<file path="config.mk">
export PLATFORM = sky130hd
export DESIGN_NAME = ccff_block_serializer_flat
export DESIGN_NICKNAME = d
export VERILOG_FILES = /design/src/rtl/pmu_cfg_pkg.sv /design/src/rtl/ccff_block_serializer_if.sv /design/src/rtl/ccff_phase_timer.sv /design/src/rtl/ccff_block_serializer.sv /design/src/flat_wrapper.sv
export SDC_FILE = /design/constraint.sdc
export NUM_CORES = 1
export LEC_CHECK = 0
export CORE_MARGIN = 10
export CORE_UTILIZATION = 50
export DETAILED_ROUTE_END_ITERATION = 8
export HOLD_SLACK_MARGIN = 0.1
export PLACE_DENSITY_LB_ADDON = 0.08
export SLEW_MARGIN = 20
export SYNTH_ARGS = -nofsm -noshare
export SYNTH_HDL_FRONTEND = slang
export SYNTH_HIERARCHICAL = 1
export SYNTH_SLANG_ARGS = --single-unit
</file>
<file path="constraint.sdc">
create_clock -name clk_i -period 4.4 [get_ports clk_i]
set_input_delay 0.88 -clock clk_i [delete_from_list [all_inputs] [get_ports clk_i]]
set_output_delay 0.88 -clock clk_i [all_outputs]
set_load 0.1 [all_outputs]
</file>
<file path="src/rtl/pmu_cfg_pkg.sv">
`default_nettype none
// ============================================================================
// Module      : pmu_cfg_pkg
// Description : Shared PMU configuration-load types and widths.
// Revision    : 1.0 - initial release
// ============================================================================
package pmu_cfg_pkg;

    localparam int BLOCK_W   = 128;
    localparam int CNT_W_DEF = 20;   // also used by the PMU header decoder
    localparam int BITS_W    = 8;    // holds 0..BLOCK_W

    typedef enum logic [1:0] {
        ST_IDLE   = 2'd0,
        ST_PRESET = 2'd1,
        ST_SHIFT  = 2'd2,
        ST_DONE   = 2'd3
    } ser_state_e;

endpackage
`default_nettype wire

</file>
<file path="src/rtl/ccff_block_serializer_if.sv">
`default_nettype none
// ============================================================================
// Module      : ccff_block_serializer_if
// Description : Plaintext block valid/ready channel from the AES result port.
// Revision    : 1.0 - initial release
// ============================================================================
interface ccff_block_serializer_if;

    logic                             blk_valid;
    logic [pmu_cfg_pkg::BLOCK_W-1:0]  blk_data;
    logic                             blk_ready;

    modport master (output blk_valid, output blk_data, input  blk_ready);
    modport slave  (input  blk_valid, input  blk_data, output blk_ready);

endinterface
`default_nettype wire

</file>
<file path="src/rtl/ccff_phase_timer.sv">
`default_nettype none
// ============================================================================
// Module      : ccff_phase_timer
// Description : Low/high phase sequencer for the programming clock.
// Revision    : 1.0 - initial release
// ============================================================================
module ccff_phase_timer #(
    parameter int HALF_CYC = 1
) (
    input  wire logic clk_i,
    input  wire logic rst_i,
    input  wire logic i_clr,
    input  wire logic i_en,
    output logic      o_phase_end,
    output logic      o_phase_high
);

    logic [7:0] r_cnt;
    logic       r_high;

    assign o_phase_end  = i_en && (r_cnt == 8'(HALF_CYC - 1));
    assign o_phase_high = r_high;

    // Disabled means frozen: a starved chain keeps its current phase position.
    always_ff @(posedge clk_i or negedge rst_i) begin
        if (!rst_i) begin
            r_cnt  <= 8'd0;
            r_high <= 1'b0;
        end else if (i_clr) begin
            r_cnt  <= 8'd0;
            r_high <= 1'b0;
        end else if (o_phase_end) begin
            r_cnt  <= 8'd0;
            r_high <= ~r_high;
        end else if (i_en) begin
            r_cnt  <= r_cnt + 8'd1;
        end
    end

endmodule
`default_nettype wire

</file>
<file path="src/rtl/ccff_block_serializer.sv">
`default_nettype none
// ============================================================================
// Module      : ccff_block_serializer
// Description : Serializes decrypted blocks onto the FPGA config chain head.
// Revision    : 1.0 - initial release
// ============================================================================
module ccff_block_serializer
    import pmu_cfg_pkg::*;
#(
    parameter int CNT_W      = CNT_W_DEF,
    parameter int HALF_CYC   = 1,
    parameter int PRESET_CYC = 4
) (
    input  wire logic               clk_i,
    input  wire logic               rst_i,
    input  wire logic               start_i,
    input  wire logic [CNT_W-1:0]   bit_count_i,
    ccff_block_serializer_if.slave  blk,
    output logic                    data_o,
    output logic                    progclk_o,
    output logic                    preset_o,
    output logic                    busy_o,
    output logic                    starve_o,
    output logic                    done_o
);

    ser_state_e          r_state;
    logic [CNT_W-1:0]    r_remaining;
    logic [BITS_W-1:0]   r_bits;
    logic [BLOCK_W-1:0]  r_shreg;
    logic [BLOCK_W-1:0]  r_buf;
    logic                r_buf_vld;
    logic [7:0]          r_pre_cnt;
    logic                r_data;
    logic                r_preset;
    logic                r_busy;
    logic                r_done;

    logic w_in_flow, w_accept, w_xfer, w_shift, w_tmr_en, w_tmr_clr;
    logic w_phase_end, w_phase_high;

    // Only request a block while the bits still owed exceed those already queued.
    assign w_in_flow     = (r_state == ST_PRESET) || (r_state == ST_SHIFT);
    assign blk.blk_ready = w_in_flow && !r_buf_vld && (r_remaining > CNT_W'(r_bits));
    assign w_accept      = blk.blk_valid && blk.blk_ready;

    assign w_xfer    = (r_state == ST_SHIFT) && (r_bits == '0) && r_buf_vld && (r_remaining != '0);
    assign w_tmr_en  = (r_state == ST_SHIFT) && (r_bits != '0) && (r_remaining != '0);
    assign w_tmr_clr = (r_state != ST_SHIFT);
    assign w_shift   = w_phase_end && w_phase_high;

    ccff_phase_timer #(
        .HALF_CYC (HALF_CYC)
    ) u_phase_timer (
        .clk_i        (clk_i),
        .rst_i        (rst_i),
        .i_clr        (w_tmr_clr),
        .i_en         (w_tmr_en),
        .o_phase_end  (w_phase_end),
        .o_phase_high (w_phase_high)
    );

    always_ff @(posedge clk_i or negedge rst_i) begin
        if (!rst_i) begin
            r_state     <= ST_IDLE;
            r_remaining <= '0;
            r_bits      <= '0;
            r_shreg     <= '0;
            r_buf       <= '0;
            r_buf_vld   <= 1'b0;
            r_pre_cnt   <= 8'd0;
            r_data      <= 1'b0;
            r_preset    <= 1'b0;
            r_busy      <= 1'b0;
            r_done      <= 1'b0;
        end else begin
            r_done <= 1'b0;
            if (w_accept) begin
                r_buf     <= blk.blk_data;
                r_buf_vld <= 1'b1;
            end
            case (r_state)
                ST_IDLE: begin
                    if (start_i) begin
                        r_remaining <= bit_count_i;
                        r_pre_cnt   <= 8'd0;
                        r_preset    <= 1'b1;
                        r_busy      <= 1'b1;
                        r_state     <= ST_PRESET;
                    end
                end
                ST_PRESET: begin
                    if (r_pre_cnt == 8'(PRESET_CYC - 1)) begin
                        r_preset <= 1'b0;
                        if (r_remaining == '0) begin
                            r_done  <= 1'b1;
                            r_state <= ST_DONE;
                        end else begin
                            r_state <= ST_SHIFT;
                        end
                    end else begin
                        r_pre_cnt <= r_pre_cnt + 8'd1;
                    end
                end
                ST_SHIFT: begin
                    if (r_remaining == '0) begin
                        r_done  <= 1'b1;
                        r_state <= ST_DONE;
                    end else if (w_xfer) begin
                        r_shreg   <= r_buf;
                        r_bits    <= BITS_W'(BLOCK_W);
                        r_buf_vld <= 1'b0;
                        r_data    <= r_buf[0];
                    end else if (w_shift) begin
                        r_shreg     <= r_shreg >> 1;
                        r_bits      <= r_bits - BITS_W'(1);
                        r_remaining <= r_remaining - CNT_W'(1);
                        // Present the next bit only if it will actually be clocked.
                        if ((r_bits > BITS_W'(1)) && (r_remaining > CNT_W'(1))) begin
                            r_data <= r_shreg[1];
                        end
                    end
                end
                ST_DONE: begin
                    r_buf_vld <= 1'b0;
                    r_bits    <= '0;
                    r_data    <= 1'b0;
                    r_busy    <= 1'b0;
                    r_state   <= ST_IDLE;
                end
                default: r_state <= ST_IDLE;
            endcase
        end
    end

    assign data_o    = r_data;
    assign progclk_o = w_phase_high;
    assign preset_o  = r_preset;
    assign busy_o    = r_busy;
    assign done_o    = r_done;
    assign starve_o  = (r_state == ST_SHIFT) && (r_remaining != '0) && (r_bits == '0) && !r_buf_vld;

endmodule
`default_nettype wire
</file>
<file path="src/flat_wrapper.sv">
// flat-port wrapper written by rule: the top's interface ports become plain ports
module ccff_block_serializer_flat import pmu_cfg_pkg::*;
#(
    parameter int CNT_W      = CNT_W_DEF,
    parameter int HALF_CYC   = 1,
    parameter int PRESET_CYC = 4
)
  (clk_i, rst_i, start_i, bit_count_i, data_o, progclk_o, preset_o, busy_o, starve_o, done_o, blk_blk_valid, blk_blk_data, blk_blk_ready);
  ccff_block_serializer_if blk_i ();
  input  wire logic clk_i;
  input  wire logic rst_i;
  input  wire logic start_i;
  input  wire logic [CNT_W-1:0] bit_count_i;
  output logic data_o;
  output logic progclk_o;
  output logic preset_o;
  output logic busy_o;
  output logic starve_o;
  output logic done_o;
  input wire logic [$bits(blk_i.blk_valid)-1:0] blk_blk_valid;
  input wire logic [$bits(blk_i.blk_data)-1:0] blk_blk_data;
  output wire logic [$bits(blk_i.blk_ready)-1:0] blk_blk_ready;
  assign blk_i.blk_valid = blk_blk_valid;
  assign blk_i.blk_data = blk_blk_data;
  assign blk_blk_ready = blk_i.blk_ready;
  ccff_block_serializer #(.CNT_W(CNT_W), .HALF_CYC(HALF_CYC), .PRESET_CYC(PRESET_CYC)) u_core (.clk_i(clk_i), .rst_i(rst_i), .start_i(start_i), .bit_count_i(bit_count_i), .blk(blk_i), .data_o(data_o), .progclk_o(progclk_o), .preset_o(preset_o), .busy_o(busy_o), .starve_o(starve_o), .done_o(done_o));
endmodule
</file>
==> results of run 1 <==
-- how the worst max path moves through the flow --
stage	start	end	slack, ps	cells past startpoint
final	u_core/r_remaining[0]	u_core/r_shreg[102]	440	14
after global routing	u_core/r_remaining[0]	u_core/r_shreg[99]	130	14
after CTS	u_core/r_remaining[0]	u_core/r_shreg[62]	530	14
after detailed placement	u_core/r_remaining[0]	u_core/r_shreg[90]	520	14
after global placement	u_core/r_remaining[0]	u_core/r_shreg[94]	700	14
after floorplan	u_core/r_remaining[0]	starve_o	70	8
-- cell families (layout without fill, tap and decap cells) --
logic type	count (synthesis)	in the layout
compound gates	255	255
fa+ha+maj	20	20
simple gates	290	290
other cells	0	1
xor+xnor	6	6
buf+inv	96	255
mux	260	260
flops	307	307
-- per-stage QoR --
stage                     hold WS (ps)  utilization
after floorplan                    443            -
after global placement             459        0.570
after detailed placement           467        0.570
after CTS                          482        0.607
after global routing               505        0.607
final                              462        0.607
-- metal layers --
metal | track usage | part of all wire
met5 | 0 | 0
met2 | 0.258 | 0.46
met1 | 0.241 | 0.49
met4 | 0.0415 | 0.016
met3 | 0.0306 | 0.041
-- layout make-up --
| type | count | area, um^2 |
|---|---|---|
| fill | 2371 | 11300 |
| timing repair buffer | 177 | 1820 |
| sequential | 307 | 7680 |
| clock inverter | 10 | 65.1 |
| tap | 384 | 480 |
| multi-input combinational | 831 | 6340 |
| inverter | 20 | 75.1 |
| clock buffer | 48 | 1010 |
| antenna | 1 | 2.50 |
-- placed cells by master (no fill, tap or decap), drive strengths merged, types with 20 or more instances in the layout --
cell type / instances
nor2: 36
dfrtp: 307
buf: 22
a21oi: 32
o21ai: 160
nand2: 161
inv: 21
mux2: 129
clkbuf: 48
clkdlybuf4s50: 155
ha: 20
mux2i: 131
-- power groups by stage --
| stage | sequential (mW) | clock, mW | combinational, mW |
|---|---|---|---|
| 3_3_place_gp | 4.62 | 0 | 3.26 |
| 6_report | 4.60 | 2.72 | 3.33 |
| 5_1_grt | 4.75 | 2.91 | 3.68 |
| 3_5_place_dp | 4.64 | 0 | 3.35 |
| 2_1_floorplan | 4.47 | 0 | 2.77 |
| 4_1_cts | 4.61 | 2.80 | 3.36 |
-- flip-flops by register name (all words and copies together), names as in the netlist, 2 cells and up --
register and flops:
u_core/r_state 2, u_core/r_bits 8, u_core/u_phase_timer/r_cnt 8, u_core/r_remaining 20, u_core/r_pre_cnt 8, u_core/r_shreg 127, u_core/r_buf 128
-- critical path, stage by stage (launching register included) --
cell	delay, ps
dfrtp_1	410
inv_1	100
ha_1	240
nor3b_2	200
and4_1	340
nand2_1	210
nand2_1	120
a21oi_1	480
nand4bb_1	310
nor2_1	210
nand2_1	170
a211o_4	450
buf_12	220
mux2i_1	200
o21ai_1	80
==> summary.md, run 1 <==
| Metric | Value |
|---|---|
| Slew @ Worst Pin | 1030 ps |
| Top-area cell type share of the netlist area | 0.525 |
| Vias in the first global route | 9,794 |
| Clk root buf | clkbuf_16 |
| Seq/Total Area, Yosys | 0.525 |
| Pwr Total | 10.7 mW |
| Pleak | 7.77 nW |
| Clock power frac | 0.256 |
| DR vias/cell | 5.36 |
| Post-cts resize count | 0 |
| Synth Warn # | 6 |
| Final Instance Area | 17,500 um^2 |
| Clock H-tree levels | 2 |
| Internal | 7.43 mW |
| CTS Buf Count | 35 |
| R2r endpoint | u_core/r_shreg[102] |
| Initial antenna violation count | 1 |
| Setup ws final | 445 ps |
| Yosys cell types | 70 |
| Pre-CTS setup slack | 524 ps |
| Clock latency on the worst-skew pair | 510 ps |
| Ports | 159 |
| Post-Synthesis Mean Instance Area | 11.9 um^2 |
| R2r setup slk | 440 ps |
| CTS Sinks | 307 |
| Mux cell area share after synthesis | 0.217 |
| Post-synthesis xor/xnor area fraction | 0.00359 |
| Sequential power share | 0.432 |
| WP data arrival | 4330 ps |
| DRC violations left | 0 |
| CTS tree | yes |
| Main flop type after synthesis | dfrtp_1 |
| Worst EP required | 4770 ps |
| Crit Path Category | register to register |
| Crit start category | register |
| Hold crit path type | input port to async pin |
| PwrDens | 610 nW/um^2 |
| Yosys top cell by area | dfrtp_1 |
| Final wirelength | 30,800 um |
| Post-synthesis simple-gate area fraction | 0.0926 |
| Synth async-reset ratio | 1.00 |
| First-pass GRT wire length | 51,200 um |
| Cells after Synth | 1,234 |
| Layout cells sized above 1 | 0.140 |
| IO Port Bufs | 158 |
| Pins Over Slew Limit | 0 |
| Count leader, synth | dfrtp_1 |
| Die Footprint | 36,500 um^2 |
| Achievable Freq | 0.253 GHz |
| FP Rows | 62 |
| Max Root-Sink Buffers | 3 |
| HPWL Detailed | 20,100 um |
| Synth cell count leaders | dfrtp_1, nand2_1, mux2i_1 |
| Synth Area in Compound Gates | 0.102 |
| Die X | 191 um |
| # hold bufs at CTS | 0 |
| Final Setup Violations | 0 |
| Largest net degree at the start of global routing | 130 |
| Reg-to-Reg Start | u_core/r_remaining[0] |
| Synth-to-layout area growth | 19.4% |
| Final Hold Fails | 0 |
| Total global-route track usage | 0.168 |
| Netlist Area Pre-Place | 14,600 um^2 |
| Core ar. | 28,800 um^2 |
| Initial Utilization | 0.508 |
| Routed len/inst | 17.3 um |
| Via count | 9,535 |
| Setup repair bufs after CTS | 0 |
| Combinational Power Share | 0.313 |
| Adder-cell share of the synthesized area | 0.0171 |
| Height of the die | 191 um |
| Outcome | completed |
| Register bit total from synthesis | 307 |
| Final net count | 1,544 |
| Switching pwr | 3.23 mW |
| Clock-pin slew on the worst setup and hold paths | 60 ps |
| Max-slew headroom | 0.309 |
| Largest family of logic cells by synthesized area | multiplexers |
| Placed cells | 1,719 |
| Setup TNS | 0 ps |
| Placed cell area | 16,400 um^2 |
| Sw Share | 0.303 |
| CP Capture Type | register |
| Area contributors post-synth | dfrtp_1, mux2_4, mux2i_1 |
| Final period utilization | 0.899 |
| 1st-pass router iterations | 4 |
| EDFF count, synth | 0 |
| Routability Congestion | 0.866 |
| Worst Skew | 12.9 ps |
| Min cycle time layout | 3960 ps |
| ANT nets after route | 0 |
| Max-Cap Viols | 0 |
| Net Count, Synth | 1,406 |
| CP max FO | 43 |
| Grt ovf | 0 |
| RSZ-0062 raised after global routing | false |
| Finished Layout Cells | 1,778 |
| Iteration-0 DRC Markers | 666 |
| FF-to-FF path depth | 14 |
| VDD IR-drop max | 355 uV |
(Power assumes the default switching activity.)
==> inputs of run 2 (changes only) <==
Settings changed: DONT_BUFFER_PORTS from default to 1.
==> summary.md, run 2 (synthesized netlist as in run 1, its figures left out) <==
| Metric | Value |
|---|---|
| Initial Utilization | 0.508 (unchanged) |
| Final Hold Fails | 0 (unchanged) |
| Vias in the first global route | 9,127 (was 9,794) |
| Crit start category | register (unchanged) |
| Die X | 191 um (unchanged) |
| Largest net degree at the start of global routing | 308 (was 130) |
| Setup TNS | 0 ps (unchanged) |
| Final net count | 1,388 (was 1,544) |
| Final wirelength | 30,300 um (was 30,800 um) |
| Pins Over Slew Limit | 0 (unchanged) |
| Worst Setup SP | u_core/r_remaining[0] (unchanged) |
| 1st-pass router iterations | 5 (was 4) |
| HPWL Detailed | 18,400 um (was 20,100 um) |
| Routability Congestion | 0.811 (was 0.866) |
| Total global-route track usage | 0.160 (was 0.168) |
| IO Port Bufs | 0 (was 158) |
| Die Footprint | 36,500 um^2 (unchanged) |
| CTS tree | yes (unchanged) |
| Clock-pin slew on the worst setup and hold paths | 60 ps (about the same) |
| Max-slew headroom | 0.266 (was 0.309) |
| Max Root-Sink Buffers | 3 (unchanged) |
| Grt ovf | 0 (unchanged) |
| Core ar. | 28,800 um^2 (unchanged) |
| Family with the most delay on the worst path | simple AND/OR/NAND/NOR gates (unchanged) |
| Hold crit path type | input port to async pin (unchanged) |
| Crit-path max cell delay | 420 ps (was 480 ps) |
| Max reg flops | 128 (unchanged) |
| Top reg by flops | u_core/r_buf (unchanged) |
| Sequential power share | 0.438 (was 0.432) |
| CTS Sinks | 307 (unchanged) |
| Combinational Power Share | 0.293 (was 0.313) |
| Iteration-0 DRC Markers | 554 (was 666) |
| Internal | 7.45 mW (was 7.43 mW) |
| VDD IR-drop max | 572 uV (was 355 uV) |
| Ports | 159 (unchanged) |
| Sw Share | 0.298 (was 0.303) |
| WP data arrival | 4470 ps (was 4330 ps) |
| Min cycle time layout | 4120 ps (was 3960 ps) |
| Height of the die | 191 um (unchanged) |
| Clock latency on the worst-skew pair | 510 ps (about the same) |
| Clock power frac | 0.269 (was 0.256) |
| Worst EP required | 4740 ps (was 4770 ps) |
| Buffers & Inverters on Critical Path | 2 (unchanged) |
| Achievable Freq | 0.242 GHz (was 0.253 GHz) |
| Critical-path top delay cell | a211o_4 (was a21oi_1) |
| Layout cells sized above 1 | 0.157 (was 0.140) |
| PwrDens | 661 nW/um^2 (was 610 nW/um^2) |
| Crit Path Category | register to register (unchanged) |
| Max-Cap Viols | 0 (unchanged) |
| Switching pwr | 3.17 mW (was 3.23 mW) |
| CP Capture Type | register (unchanged) |
| Routed len/inst | 18.6 um (was 17.3 um) |
| Clk root buf | clkbuf_16 (unchanged) |
| First-pass GRT wire length | 48,800 um (was 51,200 um) |
| Pre-CTS setup slack | 353 ps (was 524 ps) |
| DRC violations left | 0 (unchanged) |
| Most common cell after layout, fill and taps aside | dfrtp_1 (unchanged) |
| Setup ws final | 275 ps (was 445 ps) |
| Worst Skew | 14.9 ps (was 12.9 ps) |
| RSZ-0062 raised after global routing | false (unchanged) |
| Synth-to-layout area growth | 9.72% (was 19.4%) |
| ANT nets after route | 0 (unchanged) |
| Initial antenna violation count | 6 (was 1) |
| Pleak | 7.20 nW (was 7.77 nW) |
| FP Rows | 62 (unchanged) |
| Final period utilization | 0.937 (was 0.899) |
| CP cell instances | inv_1 -> ha_1 -> nor3b_2 -> and4_1 -> nand2_1 -> nand2_1 -> a21oi_2 -> nand4bb_1 -> nor2_1 -> nand2_1 -> a211o_4 -> buf_12 -> mux2i_1 -> o21ai_1 (was inv_1 -> ha_1 -> nor3b_2 -> and4_1 -> nand2_1 -> nand2_1 -> a21oi_1 -> nand4bb_1 -> nor2_1 -> nand2_1 -> a211o_4 -> buf_12 -> mux2i_1 -> o21ai_1) |
| CP max FO | 130 (was 43) |
| DR vias/cell | 5.55 (was 5.36) |
| Via count | 9,031 (was 9,535) |
| Outcome | completed (unchanged) |
| Slew @ Worst Pin | 1100 ps (was 1030 ps) |
| Final Setup Violations | 0 (unchanged) |
| CP most frequent cell | nand2_1 (unchanged) |
| Setup repair bufs after CTS | 0 (unchanged) |
| Reg-to-Reg Start | u_core/r_remaining[0] (unchanged) |
| Clock H-tree levels | 2 (unchanged) |
| CTS Buf Count | 36 (was 35) |
| Commonest cells after routing, fill and taps aside | dfrtp_1, nand2_1, mux2i_1 (was dfrtp_1, nand2_1, clkdlybuf4s50_1) |
| Largest registers | u_core/r_buf (128), u_core/r_shreg (127), u_core/r_remaining (20) (unchanged) |
-- run 2: what timing repair did --
action                                 CTS  global route
setup endpoints to repair                0            73
gates resized for setup                  0             1
endpoints found under the hold margin  307            81
-- run 2: layer usage --
| layer | GRT usage | routed length (um) |
|---|---|---|
| met1 | 0.219 | 13800 |
| met2 | 0.241 | 13700 |
| met3 | 0.0523 | 2260 |
| met4 | 0.0403 | 459 |
| met5 | 0 | 11 |
-- run 2: power by group through the flow --
stage	Clock [mW]	Combinational, mW	Sequential, mW
after global placement	0	2.96	4.68
after CTS	2.95	3.06	4.66
after floorplan	0	2.77	4.47
final	2.86	3.11	4.65
after global routing	3.08	3.44	4.82
after detailed placement	0	3.05	4.69
-- run 2: final cells by class --
class,instances,area [um^2]
Inverter,20,75.1
Antenna cell,4,10.0
Sequential cell,307,7680
Timing Repair Buffer,20,313
Clock buffer,53,1030
Multi-Input combinational cell,831,6350
Clock inverter,8,111
Fill cell,2429,12700
Tap cell,384,480
-- run 2: final timing paths --
kind / cells past startpoint / endpoint / slack [ps]
worst min-delay path: 1 / u_core/r_shreg[1] / 210
worst max-delay path: 14 / u_core/r_shreg[65] / 280
worst max register to register: 14 / u_core/r_shreg[65] / 280
max in group asynchronous: 1 / u_core/r_shreg[60] / 3660
min in group clk_i: 2 / u_core/r_shreg[1] / 470
worst min register to register: 2 / u_core/r_shreg[1] / 470
-- run 2: stage by stage --
step	area [um^2]	hold WS, ps	power (mW)	cells	util
floorplan	14600	443	7.25	1234	-
global placement	14800	454	7.64	1557	0.513
detailed placement	14800	462	7.74	1557	0.513
CTS	15900	54.8	10.7	1618	0.553
global route	16000	200	11.3	1623	0.558
finish	16100	212	10.6	1627	0.558
